<file path="src/rtl/psram_seq_ctrl_if.sv">
// Bus-side request/response and configuration bundle for the PSRAM sequencer.
interface psram_seq_ctrl_if #(
  parameter int unsigned ADDR_WIDTH = 24
);
  logic [1:0]            cfg_mode;
  logic [7:0]            cfg_rd_cmd;
  logic [7:0]            cfg_wr_cmd;
  logic [4:0]            cfg_rd_wait;
  logic                  req_valid;
  logic                  req_ready;
  logic                  req_we;
  logic [ADDR_WIDTH-1:0] req_addr;
  logic [1:0]            req_len;
  logic [31:0]           req_wdata;
  logic                  rsp_valid;
  logic [31:0]           rsp_rdata;

  modport master (
    output cfg_mode, cfg_rd_cmd, cfg_wr_cmd, cfg_rd_wait,
    output req_valid, req_we, req_addr, req_len, req_wdata,
    input  req_ready, rsp_valid, rsp_rdata
  );

  modport slave (
    input  cfg_mode, cfg_rd_cmd, cfg_wr_cmd, cfg_rd_wait,
    input  req_valid, req_we, req_addr, req_len, req_wdata,
    output req_ready, rsp_valid, rsp_rdata
  );
endinterface

</file>
<file path="src/rtl/psram_seq_ctrl.sv">
// PSRAM transaction sequencer: single 1..4 byte read/write, x1/x4/x8 bus,
// command -> address -> wait -> data, SDR sampling, programmable sck ratio.
module psram_seq_ctrl #(
  parameter int unsigned CLK_DIV    = 4,
  parameter int unsigned ADDR_WIDTH = 24,
  parameter int unsigned CE_HOLD    = 2
) (
  input  logic            clk_i,
  input  logic            rst_n_i,
  psram_seq_ctrl_if.slave bus,
  output logic            psram_sck_o,
  output logic            psram_ce_o,
  output logic [7:0]      psram_io_en_o,
  input  logic [7:0]      psram_io_in_i,
  output logic [7:0]      psram_io_out_o,
  output logic            psram_dqs_en_o,
  input  logic            psram_dqs_in_i,
  output logic            psram_dqs_out_o
);

  localparam int unsigned HALF   = CLK_DIV / 2;
  localparam int unsigned DIV_W  = $clog2(CLK_DIV);
  localparam int unsigned HOLD_W = $clog2(CE_HOLD + 1);
  localparam logic [DIV_W-1:0] DIV_LAST = DIV_W'(CLK_DIV - 1);
  localparam logic [DIV_W-1:0] DIV_RISE = DIV_W'(HALF - 1);

  localparam logic [1:0] MODE_SPI = 2'd0;
  localparam logic [1:0] MODE_QPI = 2'd1;
  localparam logic [1:0] MODE_OPI = 2'd2;

  typedef enum logic [2:0] {
    ST_IDLE, ST_CMD, ST_ADDR, ST_WAIT, ST_DATA, ST_DONE
  } state_t;

  state_t                state;
  logic [DIV_W-1:0]      div_cnt;
  logic [4:0]            bit_cnt;
  logic [HOLD_W-1:0]     hold_cnt;
  logic [31:0]           tx_sh;
  logic [31:0]           rx_sh;
  logic [1:0]            mode_q;
  logic                  we_q;
  logic [1:0]            len_q;
  logic [4:0]            wait_q;
  logic [ADDR_WIDTH-1:0] addr_q;
  logic [31:0]           wdata_q;

  logic [1:0]  mode_in;
  logic [7:0]  cmd_in;
  logic [31:0] tx_nxt;
  logic [31:0] rx_next;
  logic [31:0] tx_data;
  logic [31:0] tx_addr;
  logic        unused_inputs;

  // Shift the transmit word by one sck worth of bits.
  function automatic logic [31:0] shift_out(input logic [31:0] s, input logic [1:0] m);
    case (m)
      MODE_QPI: return {s[27:0], 4'b0};
      MODE_OPI: return {s[23:0], 8'b0};
      default:  return {s[30:0], 1'b0};
    endcase
  endfunction

  // Pad values for the current sck period, taken from the top of the word.
  function automatic logic [7:0] lane_out(input logic [31:0] s, input logic [1:0] m);
    case (m)
      MODE_QPI: return {4'b0, s[31:28]};
      MODE_OPI: return s[31:24];
      default:  return {7'b0, s[31]};
    endcase
  endfunction

  // Pins driven while the controller owns the bus.
  function automatic logic [7:0] lane_en(input logic [1:0] m);
    case (m)
      MODE_QPI: return 8'h0F;
      MODE_OPI: return 8'hFF;
      default:  return 8'h01;
    endcase
  endfunction

  // Append one sck worth of received bits; SPI reads arrive on io[1].
  function automatic logic [31:0] shift_in(input logic [31:0] r, input logic [1:0] m,
                                           input logic [7:0] io);
    case (m)
      MODE_QPI: return {r[27:0], io[3:0]};
      MODE_OPI: return {r[23:0], io};
      default:  return {r[30:0], io[1]};
    endcase
  endfunction

  // Phase lengths in sck periods, minus one.
  function automatic logic [4:0] cmd_last(input logic [1:0] m);
    case (m)
      MODE_QPI: return 5'd1;
      MODE_OPI: return 5'd0;
      default:  return 5'd7;
    endcase
  endfunction

  function automatic logic [4:0] addr_last(input logic [1:0] m);
    case (m)
      MODE_QPI: return 5'(ADDR_WIDTH / 4 - 1);
      MODE_OPI: return 5'(ADDR_WIDTH / 8 - 1);
      default:  return 5'(ADDR_WIDTH - 1);
    endcase
  endfunction

  function automatic logic [4:0] data_last(input logic [1:0] m, input logic [1:0] len);
    case (m)
      MODE_QPI: return {2'b0, len, 1'b1};
      MODE_OPI: return {3'b0, len};
      default:  return {len, 3'b111};
    endcase
  endfunction

  function automatic logic [31:0] byte_rev(input logic [31:0] w);
    return {w[7:0], w[15:8], w[23:16], w[31:24]};
  endfunction

  // Request-side decode and datapath helpers.
  assign mode_in       = (bus.cfg_mode == 2'd3) ? MODE_SPI : bus.cfg_mode;
  assign cmd_in        = bus.req_we ? bus.cfg_wr_cmd : bus.cfg_rd_cmd;
  assign tx_nxt        = shift_out(tx_sh, mode_q);
  assign rx_next       = shift_in(rx_sh, mode_q, psram_io_in_i);
  assign tx_data       = we_q ? byte_rev(wdata_q) : 32'h0;
  assign tx_addr       = {addr_q, {(32 - ADDR_WIDTH){1'b0}}};
  assign psram_dqs_out_o = 1'b0;
  assign unused_inputs = psram_dqs_in_i;

  // Sequencer: phase FSM, sck divider, shift registers and registered pads.
  always_ff @(posedge clk_i or negedge rst_n_i) begin
    if (!rst_n_i) begin
      state          <= ST_IDLE;
      div_cnt        <= '0;
      bit_cnt        <= '0;
      hold_cnt       <= '0;
      tx_sh          <= '0;
      rx_sh          <= '0;
      mode_q         <= MODE_SPI;
      we_q           <= 1'b0;
      len_q          <= '0;
      wait_q         <= '0;
      addr_q         <= '0;
      wdata_q        <= '0;
      psram_sck_o    <= 1'b0;
      psram_ce_o     <= 1'b1;
      psram_io_en_o  <= '0;
      psram_io_out_o <= '0;
      psram_dqs_en_o <= 1'b0;
      bus.req_ready  <= 1'b0;
      bus.rsp_valid  <= 1'b0;
      bus.rsp_rdata  <= '0;
    end else begin
      bus.rsp_valid <= 1'b0;
      unique case (state)
        ST_IDLE: begin
          if (hold_cnt != '0) hold_cnt <= hold_cnt - 1'b1;
          if (bus.req_valid && bus.req_ready) begin
            bus.req_ready  <= 1'b0;
            mode_q         <= mode_in;
            we_q           <= bus.req_we;
            len_q          <= bus.req_len;
            wait_q         <= bus.cfg_rd_wait;
            addr_q         <= bus.req_addr;
            wdata_q        <= bus.req_wdata;
            tx_sh          <= {cmd_in, 24'h0};
            rx_sh          <= '0;
            psram_io_out_o <= lane_out({cmd_in, 24'h0}, mode_in);
            psram_io_en_o  <= lane_en(mode_in);
            psram_ce_o     <= 1'b0;
            psram_sck_o    <= 1'b0;
            div_cnt        <= '0;
            bit_cnt        <= cmd_last(mode_in);
            state          <= ST_CMD;
          end else begin
            bus.req_ready <= (hold_cnt <= HOLD_W'(1));
          end
        end

        ST_CMD, ST_ADDR, ST_WAIT, ST_DATA: begin
          if (div_cnt == DIV_LAST) begin
            div_cnt     <= '0;
            psram_sck_o <= 1'b0;
            if (state == ST_DATA && !we_q) rx_sh <= rx_next;
            if (bit_cnt != '0) begin
              bit_cnt        <= bit_cnt - 1'b1;
              tx_sh          <= tx_nxt;
              psram_io_out_o <= lane_out(tx_nxt, mode_q);
            end else if (state == ST_CMD) begin
              tx_sh          <= tx_addr;
              psram_io_out_o <= lane_out(tx_addr, mode_q);
              bit_cnt        <= addr_last(mode_q);
              state          <= ST_ADDR;
            end else if (state == ST_ADDR && !we_q && wait_q != '0) begin
              // Dummy cycles: release the bus so the device can turn it around.
              tx_sh          <= '0;
              psram_io_out_o <= '0;
              psram_io_en_o  <= '0;
              bit_cnt        <= wait_q - 1'b1;
              state          <= ST_WAIT;
            end else if (state != ST_DATA) begin
              tx_sh          <= tx_data;
              psram_io_out_o <= lane_out(tx_data, mode_q);
              psram_io_en_o  <= we_q ? lane_en(mode_q) : 8'h00;
              psram_dqs_en_o <= we_q && (mode_q == MODE_OPI);
              bit_cnt        <= data_last(mode_q, len_q);
              state          <= ST_DATA;
            end else begin
              // Last data period done: close the transaction and report.
              psram_ce_o     <= 1'b1;
              psram_io_en_o  <= '0;
              psram_io_out_o <= '0;
              psram_dqs_en_o <= 1'b0;
              bus.rsp_valid  <= 1'b1;
              bus.rsp_rdata  <= we_q ? 32'h0 : byte_rev(rx_next << {~len_q, 3'b000});
              hold_cnt       <= HOLD_W'(CE_HOLD - 1);
              state          <= ST_DONE;
            end
          end else begin
            div_cnt <= div_cnt + 1'b1;
            if (div_cnt == DIV_RISE) psram_sck_o <= 1'b1;
          end
        end

        ST_DONE: begin
          // DONE is the first CE-high cycle of the inter-transaction gap.
          if (hold_cnt != '0) hold_cnt <= hold_cnt - 1'b1;
          bus.req_ready <= (hold_cnt <= HOLD_W'(1));
          state         <= ST_IDLE;
        end

        default: state <= ST_IDLE;
      endcase
    end
  end

endmodule

</file>
<file path="src/flat_wrapper.sv">
// flat-port wrapper written by rule: the top's interface ports become plain ports
module psram_seq_ctrl_flat 
#(
  parameter int unsigned CLK_DIV    = 4,
  parameter int unsigned ADDR_WIDTH = 24,
  parameter int unsigned CE_HOLD    = 2
)
  (clk_i, rst_n_i, psram_sck_o, psram_ce_o, psram_io_en_o, psram_io_in_i, psram_io_out_o, psram_dqs_en_o, psram_dqs_in_i, psram_dqs_out_o, bus_cfg_mode, bus_cfg_rd_cmd, bus_cfg_wr_cmd, bus_cfg_rd_wait, bus_req_valid, bus_req_we, bus_req_addr, bus_req_len, bus_req_wdata, bus_req_ready, bus_rsp_valid, bus_rsp_rdata);
  psram_seq_ctrl_if #(.ADDR_WIDTH(ADDR_WIDTH)) bus_i ();
  input  logic clk_i;
  input  logic rst_n_i;
  output logic psram_sck_o;
  output logic psram_ce_o;
  output logic [7:0] psram_io_en_o;
  input  logic [7:0] psram_io_in_i;
  output logic [7:0] psram_io_out_o;
  output logic psram_dqs_en_o;
  input  logic psram_dqs_in_i;
  output logic psram_dqs_out_o;
  input wire logic [$bits(bus_i.cfg_mode)-1:0] bus_cfg_mode;
  input wire logic [$bits(bus_i.cfg_rd_cmd)-1:0] bus_cfg_rd_cmd;
  input wire logic [$bits(bus_i.cfg_wr_cmd)-1:0] bus_cfg_wr_cmd;
  input wire logic [$bits(bus_i.cfg_rd_wait)-1:0] bus_cfg_rd_wait;
  input wire logic [$bits(bus_i.req_valid)-1:0] bus_req_valid;
  input wire logic [$bits(bus_i.req_we)-1:0] bus_req_we;
  input wire logic [$bits(bus_i.req_addr)-1:0] bus_req_addr;
  input wire logic [$bits(bus_i.req_len)-1:0] bus_req_len;
  input wire logic [$bits(bus_i.req_wdata)-1:0] bus_req_wdata;
  output wire logic [$bits(bus_i.req_ready)-1:0] bus_req_ready;
  output wire logic [$bits(bus_i.rsp_valid)-1:0] bus_rsp_valid;
  output wire logic [$bits(bus_i.rsp_rdata)-1:0] bus_rsp_rdata;
  assign bus_i.cfg_mode = bus_cfg_mode;
  assign bus_i.cfg_rd_cmd = bus_cfg_rd_cmd;
  assign bus_i.cfg_wr_cmd = bus_cfg_wr_cmd;
  assign bus_i.cfg_rd_wait = bus_cfg_rd_wait;
  assign bus_i.req_valid = bus_req_valid;
  assign bus_i.req_we = bus_req_we;
  assign bus_i.req_addr = bus_req_addr;
  assign bus_i.req_len = bus_req_len;
  assign bus_i.req_wdata = bus_req_wdata;
  assign bus_req_ready = bus_i.req_ready;
  assign bus_rsp_valid = bus_i.rsp_valid;
  assign bus_rsp_rdata = bus_i.rsp_rdata;
  psram_seq_ctrl #(.CLK_DIV(CLK_DIV), .ADDR_WIDTH(ADDR_WIDTH), .CE_HOLD(CE_HOLD)) u_core (.clk_i(clk_i), .rst_n_i(rst_n_i), .bus(bus_i), .psram_sck_o(psram_sck_o), .psram_ce_o(psram_ce_o), .psram_io_en_o(psram_io_en_o), .psram_io_in_i(psram_io_in_i), .psram_io_out_o(psram_io_out_o), .psram_dqs_en_o(psram_dqs_en_o), .psram_dqs_in_i(psram_dqs_in_i), .psram_dqs_out_o(psram_dqs_out_o));
endmodule
</file>
<file path="config.mk">
export PLATFORM = sky130hd
export DESIGN_NAME = psram_seq_ctrl_flat
export DESIGN_NICKNAME = d
export VERILOG_FILES = /design/src/rtl/psram_seq_ctrl_if.sv /design/src/rtl/psram_seq_ctrl.sv /design/src/flat_wrapper.sv
export SDC_FILE = /design/constraint.sdc
export NUM_CORES = 1
export LEC_CHECK = 0
export CORE_MARGIN = 3
export CORE_UTILIZATION = 56
export DETAILED_ROUTE_END_ITERATION = 8
export PLACE_DENSITY = 0.81
export SLEW_MARGIN = 20
export SYNTH_ARGS = -nofsm -noshare
export SYNTH_HDL_FRONTEND = slang
export SYNTH_SLANG_ARGS = --single-unit
</file>
<file path="constraint.sdc">
create_clock -name clk_i -period 2.9 [get_ports clk_i]
set_clock_uncertainty 0.1 [all_clocks]
set_input_delay 0.58 -clock clk_i [delete_from_list [all_inputs] [get_ports clk_i]]
set_output_delay 0.58 -clock clk_i [all_outputs]
set_load 0.005 [all_outputs]
</file>
* Word-level counts from Yosys, hierarchy flattened *
Index checks and enable logic that the tools add are counted.

word-level totals
  register bits after elaboration = 193
  output and inout port bits = 54
  logic and storage cells = 165

operators by class
  add/sub/neg operators = 4
  magnitude comparators = 1
  equality and inequality tests = 23
  shift operators = 1
  muxes and demuxes = 84
  bitwise logic cells = 5
  reductions and logical operators = 27

operators with widths
  kind                                                                number
  31-bit two-way mux                                                  9
  32-bit one-hot mux with 2 select lines                              2
  8-bit one-hot mux with 2 select lines                               8
  31-bit one-hot mux with 2 select lines                              2
  8-bit two-way mux                                                   14
  32-bit two-way mux                                                  2
  32-bit by 5-bit << shifter with 32-bit output                       1
  5-bit two-way mux                                                   6
  5-bit one-hot mux with 2 select lines                               3
  2-bit two-way mux                                                   9
  1-bit two-way mux                                                   17
  3-bit two-way mux                                                   5
  7-bit AND reduction                                                 2
  3-bit one-hot mux with 2 select lines                               2
  5-bit AND reduction                                                 2
  5-bit nonzero test                                                  2
  5-bit by 1-bit subtractor with 5-bit output, second input constant  2
  3-bit AND reduction                                                 3
  2-bit equality test, second input constant                          4
  2-bit by 1-bit != test with 1-bit output, second input constant     4
  2-bit != test, second input constant                                4
  2-bit one-hot mux with 2 select lines                               2
  4-bit AND reduction                                                 2
  2-bit nonzero test                                                  4
  20 further kinds                                                    34

* Depth between registers and ports, before layout *
Gate-level depths: netlist (run 1).

  depth in word-level cells = 9
  gate-level depth with buffers = 10
  depth with buffers taken out = 7

* Worst setup path before layout (run 1) *
No wires, ideal clock.

  path kind = reg-to-reg
  from = reg u_core.div_cnt[0] (netlist name)
  to = reg u_core.addr_q[10]
  setup time = 127 ps
  arrival = 1,946 ps
  required time = 2,673 ps
  slack = 727 ps
  cell stages (with the launch flop) = 10
  path buffers = 3
  period minus slack after synthesis = 2,173 ps
  cell sequence = dfrtp_1 ha_1 buf_2 inv_1 nor3_2 nor2_4 nor2_2 buf_6 buf_8 mux2_1

RTL lines
  item                  RTL line               RTL
  end signal, assigned  psram_seq_ctrl.sv:166  addr_q <= bus.req_addr;
  end, declared         psram_seq_ctrl.sv:45   logic [ADDR_WIDTH-1:0] addr_q;

* Worst setup path after layout (run 1) *
  from = reg u_core.mode_q[0]
  to = reg u_core.bus.rsp_rdata[5]

between the ends
  longest elaborated chain between the ends = 4

ends and longest elaborated chain
  item                                                                                          RTL line                 RTL
  start, declared                                                                               psram_seq_ctrl.sv:41     logic [1:0] mode_q;
  start signal, assigned                                                                        psram_seq_ctrl.sv:162    mode_q <= mode_in;
  2-bit equality test / 2-bit by 1-bit equality test with 1-bit output (equally long branches)  psram_seq_ctrl.sv:86     case (m)
  32-bit one-hot mux with 2 select lines (*)                                                    psram_seq_ctrl.sv:86
  32-bit by 5-bit << shifter with 32-bit output (*)                                             psram_seq_ctrl.sv:217    bus.rsp_rdata <= we_q ? 32'h0 : byte_rev(rx_next << {~len_q, 3'b000});
  32-bit two-way mux (*)                                                                        psram_seq_ctrl.sv:217
  end signal, assigned                                                                          psram_seq_ctrl.sv:217
  end, declared                                                                                 psram_seq_ctrl_if.sv:27  output req_ready, rsp_valid, rsp_rdata

Mark *: on every way between the ends. The rest lies on a longest branch, timed or not.
A chain may end at the register's enable or synchronous reset.

==> out/qor.csv, run 1 <==
metric,value,unit
status,completed,
Setup CP Type,reg -> reg,
VDD IR max,430,µV
initial antenna violation count,0,
Initial Utilization,58.0,%
Worst-Skew Late Latency,440,ps
share of power burned in registers,49.0,%
htree depth,4,
average size of a mapped cell,9.54,µm²
area grow syn2layout,20.5,%
clock root buffer,clkbuf_16,
power per cell area,441,nW/µm²
area of the multi-input gates,5340,µm²
Final nets,1314,
Max Fclk,373,MHz
Gate power share,10.0,%
"EDFF count, synth",0,
CP endpoint kind,flip-flop,
RePlAce Congestion,0.924,
reg2reg start,u_core.mode_q[0]$_DFFE_PN0P_,
"Hold Vio Cnt, Final",0,
worst-margin pin slew,894,ps
CP max FO,35,
hpwl dp,20300,µm
DRC,0,
starting DRC count in detailed routing,1117,
CTS Hold Bufs,0,
clk buf depth,2,
number of global-route vias before repair,9270,
P_leak,5.12,nW
total track usage,28.9,%
Sequential cell area,4710,µm²
met1 wire length,12200,µm
Yosys top cell by area,dfrtp_1,
Setup crit end,u_core.bus.rsp_rdata[5]$_DFFE_PN0P_,
Core Box Area,18300,µm²
Post-CTS Setup Bufs,0,
Synth top area share,44.0,%
FF-to-FF setup slack,220,ps
DR vias,9483,
Num CTS Buffers,17,
Post-Syn Area,10600,µm²
"Remaining Overflow, GRT",0,
Worst Path Required,3120,ps
most frequent cells in the layout,"dfrtp_1, nand2_1, clkdlybuf4s50_1, o21ai_0, nand3_1",
Hold WC Path Type,in -> async,
syn_nets,1223,
drt wl/cell,20.3,µm
Avg Vias per Cell,6.55,
Total Power,5.66,mW
IO Pins,148,
register clock-pin slew on the reported worst setup and hold paths,70,ps
R2R depth,8,
"Min Clock Period, post-route",2680,ps
RSZ-0062 raised after global routing,false,
CTS Sinks,188,
Max Used Layer,met4,
die area,20700,µm²
global-route wire length before repair,47600,µm
largest net degree at the start of global routing,95,
P_sw,1.46,mW
"Slew Viols, Final",0,
met2 wire len,14000,µm
"commonest non-fill, non-tap cell in the layout",dfrtp_1,
Post-synth ARST share,100,%
total of fill cells in the finished design,1388,
"Top FF cell, synth",dfrtp_1,
CTS tree,built,
CP startpoint,u_core.mode_q[0]$_DFFE_PN0P_,
Die X-Extent,144,µm
Worst setup SP type,flip-flop,
share of post-route cells with drive strength above 1,9.69,%
Worst EP arrival,2900,ps
antenna cell count,0,
Final ANT Viol Nets,0,
Final setup viols,0,
max_slew headroom,40.4,%
die height,144,µm
switching share of power,25.9,%
drt total wl,29400,µm
YS warnings,0,
Fin Setup TNS,0,ps
post-synthesis sequential area ratio,44.2,%
Worst R2R End,u_core.bus.rsp_rdata[5]$_DFFE_PN0P_,
Synth Instances,1115,
max_cap viols,0,
First-pass DRT Iterations,5,
synthesized flop and latch total,188,
synth top area cells,"dfrtp_1, nand2_1, mux2_1, o21ai_0, o31ai_1",
Int Power,4.19,mW
"Distinct cells, synth",74,
met3 wire length,2330,µm
Post-CTS Resized,0,
clock network power share,41.0,%
# port buffers,145,
Site Rows,49,
crit share post-route,92.4,%
area by class of cell:
type,count,share of cell area (%)
inverter,19,0.556
clock buffer,18,3.42
timing repair buffer,180,14.5
clock inverter,13,0.995
tap,229,2.23
multi-input combinational,800,41.6
sequential,188,36.7
synth_stat cells (7+ instances only):
master,instances
a22oi_1,36
buf_4,11
o221ai_1,9
nand3_1,69
buf_1,11
a221o_1,29
nand2_1,158
dfrtp_1,187
mux2_2,26
mux2_1,51
a31oi_1,11
inv_1,18
nand2b_1,7
ha_1,14
mux2i_1,23
buf_2,30
o211ai_1,25
o31ai_1,53
a21oi_1,38
nor2_1,49
o21ai_0,86
clkbuf_1,48
and2_1,7
a22o_1,10
a221oi_1,9
sequential cells by signal (all words and copies together) (netlist names), 5 cells and up:
signal / cells
u_core.wait_q: 5
u_core.rx_sh: 31
u_core.addr_q: 24
u_core.bit_cnt: 5
u_core.wdata_q: 32
u_core.psram_io_out_o: 8
u_core.bus.rsp_rdata: 32
u_core.tx_sh: 31
through the flow:
stage	util (%)	hold WS [ps]	cells	cell area (µm²)	setup WS (ps)
after floorplan	-	184	1115	10600	727
after global placement	66.9	352	1416	12300	169
after detailed placement	66.9	356	1416	12300	141
after CTS	70.0	70.7	1447	12800	281
after global routing	70.0	76.5	1447	12800	58.4
final	70.0	36.5	1447	12800	220
power by group through the flow:
stage | Sequential [mW] | Clock (mW) | Combinational [mW]
final | 2.77 | 2.32 | 0.566
after global routing | 2.78 | 2.45 | 0.619
after CTS | 2.77 | 2.33 | 0.563
after detailed placement | 2.82 | 0 | 0.559
after global placement | 2.82 | 0 | 0.548
after floorplan | 2.79 | 0 | 0.286
worst max-delay path: stages (launching register included):
cell      delay [ps]
dfrtp_1          460
inv_1             70
ha_2             360
clkinv_1         130
buf_12           190
o21ai_0          700
mux2i_1          230
o211ai_1         240
nand2_1           70
kinds of logic after synthesis:
kind of cell             Yosys count  synth area share, %
flip-flops                       188                 44.2
multiplexers                     100                 10.3
XOR/XNOR                           4                0.329
AO/OA/AOI/OAI                    347                 22.9
adder cells (fa/ha/maj)           14                 1.65
other                              1               0.0353
buffers and inverters            127                 5.96
AND/OR/NAND/NOR                  334                 14.6
routing by layer:
| layer | GRT usage, % | up-vias |
|---|---|---|
| li1 | - | 4317 |
| met1 | 39.3 | 4632 |
| met2 | 46.6 | 465 |
| met3 | 5.06 | 69 |
| met4 | 10.7 | 0 |
| met5 | 0 | - |
worst min path at each step:
| stage | start | to | slack [ps] | cells after the start |
|---|---|---|---|---|
| 2_1_floorplan | rst_n_i | u_core.addr_q[0]$_DFFE_PN0P_ | 180 | 0 |
| 3_3_place_gp | u_core.bus.rsp_rdata[7]$_DFFE_PN0P_ | u_core.bus.rsp_rdata[7]$_DFFE_PN0P_ | 350 | 2 |
| 3_5_place_dp | u_core.bus.rsp_rdata[4]$_DFFE_PN0P_ | u_core.bus.rsp_rdata[4]$_DFFE_PN0P_ | 360 | 2 |
| 4_1_cts | rst_n_i | u_core.wait_q[3]$_DFFE_PN0P_ | 70 | 1 |
| 5_1_grt | rst_n_i | u_core.bus.req_ready$_DFFE_PN0P_ | 80 | 1 |
| 6_report | rst_n_i | u_core.wait_q[3]$_DFFE_PN0P_ | 40 | 1 |
No activity file was read; power rests on OpenSTA's default activity.
==> run 2, diff against run 1 <==
Settings changed: PLACE_DENSITY 0.81 to unset, PLACE_DENSITY_LB_ADDON set to 0.3.
==> run 2 against run 1 <==
  * Hold slack improved by 54 ps
  * Fmax is 4.2% higher
  * Wire length decreased by 1.5%
  * Flip-flop and latch count unchanged
  * Combinational power shrank 0.7%
  * Critical path type unchanged
  * Highest routed layer unchanged
==> out/qor.csv, run 2 (same netlist as run 1, synthesis figures left out) <==
metric,value,unit
antenna cell count,0,
"Min Clock Period, post-route",2570,ps
placed insts,1416,
total of fill cells in the finished design,1385,
max_slew headroom,43.1,%
Final setup viols,0,
crit-path leading delay family,compound AO/OA/AOI/OAI gates,
CTS Sinks,188,
# port buffers,145,
VDD IR max,406,µV
drt wl/cell,20.0,µm
starting DRC count in detailed routing,925,
"commonest non-fill, non-tap cell in the layout",dfrtp_1,
post-route cell area,12800,µm²
CTS Hold Bufs,0,
Worst setup SP type,flip-flop,
drt total wl,29000,µm
Sequential cell area,4710,µm²
DP Area,12200,µm²
Hold WC Path Type,in -> async,
First-pass DRT Iterations,5,
Worst-Skew Late Latency,430,ps
Non-Filler Instances,1447,
Slowest Stage Delay on Critical Path,600,ps
DRC,0,
number of global-route vias before repair,8835,
Crit-path slowest cell,o21ai_0,
"Hold Vio Cnt, Final",0,
Final ANT Viol Nets,0,
Core Box Area,18300,µm²
most frequent cells in the layout,"dfrtp_1, nand2_1, clkdlybuf4s50_1, o21ai_0, nand3_1",
worst-margin pin slew,853,ps
status,completed,
Num CTS Buffers,17,
register clock-pin slew on the reported worst setup and hold paths,80,ps
CP max FO,15,
Fin Setup TNS,0,ps
IO Pins,148,
power per cell area,441,nW/µm²
Setup CP Type,reg -> reg,
max_cap viols,0,
RSZ-0062 raised after global routing,false,
total track usage,28.5,%
Final nets,1314,
Worst Path Required,3120,ps
global-route wire length before repair,47000,µm
initial antenna violation count,0,
share of post-route cells with drive strength above 1,9.69,%
die area,20700,µm²
Die X-Extent,144,µm
crit share post-route,88.7,%
"Slew Viols, Final",0,
area of the multi-input gates,5340,µm²
Buf/Inv on CP,3,
Avg Vias per Cell,6.49,
die height,144,µm
Post-CTS Setup Bufs,0,
Post-CTS Resized,0,
P_leak,5.11,nW
Total Power,5.64,mW
CTS tree,built,
crit-path cells,inv_1 -> ha_2 -> clkinv_1 -> buf_4 -> o21ai_0 -> mux2i_1 -> o211ai_1 -> nand2_1,
"Remaining Overflow, GRT",0,
biggest registers after layout,"u_core.bus.rsp_rdata x32, u_core.wdata_q x32",
Max Fclk,389,MHz
CP endpoint kind,flip-flop,
clock root buffer,clkbuf_16,
Site Rows,49,
area grow syn2layout,20.3,%
htree depth,4,
largest net degree at the start of global routing,128,
Worst EP arrival,2790,ps
DR vias,9393,
hpwl dp,20200,µm
clk buf depth,2,
Initial Utilization,58.0,%
RePlAce Congestion,0.967,
[run 2: changes by cell type in the layout (fill, tap and decap cells not counted), sizes merged]
cell / previous run / this run
clkbuf: 18 / 17
clkinvlp: 1 / 3
bufinv: 1 / 0
[run 2: final timing paths]
| kind | from | end | slack, ps | cells after the start |
|---|---|---|---|---|
| min reg2reg | u_core.bus.rsp_rdata[7]$_DFFE_PN0P_ | u_core.bus.rsp_rdata[7]$_DFFE_PN0P_ | 370 | 2 |
| min | rst_n_i | u_core.state[0]$_DFFE_PN0P_ | 90 | 2 |
| max in group asynchronous | rst_n_i | u_core.tx_sh[25]$_DFFE_PN0P_ | 1960 | 2 |
| min in group clk_i | u_core.bus.rsp_rdata[7]$_DFFE_PN0P_ | u_core.bus.rsp_rdata[7]$_DFFE_PN0P_ | 370 | 2 |
| max | u_core.mode_q[0]$_DFFE_PN0P_ | u_core.bus.rsp_rdata[5]$_DFFE_PN0P_ | 330 | 8 |
| max reg2reg | u_core.mode_q[0]$_DFFE_PN0P_ | u_core.bus.rsp_rdata[5]$_DFFE_PN0P_ | 330 | 8 |
[run 2: final cells by class]
type | instances | share of cell area [%]
Clock buffer | 17 | 3.32
Tap cell | 229 | 2.24
Inverter | 19 | 0.557
Multi-Input combinational cell | 800 | 41.7
Clock inverter | 14 | 1.20
Timing Repair Buffer | 180 | 14.2
Sequential cell | 188 | 36.8
[run 2: report_power, final]
| group | leakage (nW) | switching (mW) | internal (mW) |
|---|---|---|---|
| combinational | 2.55 | 0.289 | 0.273 |
| clock | 0.274 | 1.16 | 1.15 |
| sequential | 2.28 | 0.0802 | 2.69 |
| total | 5.11 | 1.53 | 4.12 |
[run 2: through the flow]
step | hold WS [ps] | worst slack [ps] | utilization (%)
after global placement | 352 | 247 | 66.7
after CTS | 159 | 337 | 69.8
after detailed placement | 361 | 228 | 66.7
after floorplan | 184 | 727 | -
final | 90.3 | 328 | 69.8
after global routing | 166 | 229 | 69.8
[run 2: metal layers]
layer / part of all wire [%] / wire (µm) / vias up / GRT usage, %
met5: 0 / 0 / - / 0
met4: 2.6 / 757 / 0 / 9.42
met3: 7.6 / 2190 / 55 / 4.43
met2: 48 / 13800 / 453 / 45.4
met1: 42 / 12200 / 4589 / 40.1
li1: - / - / 4296 / -
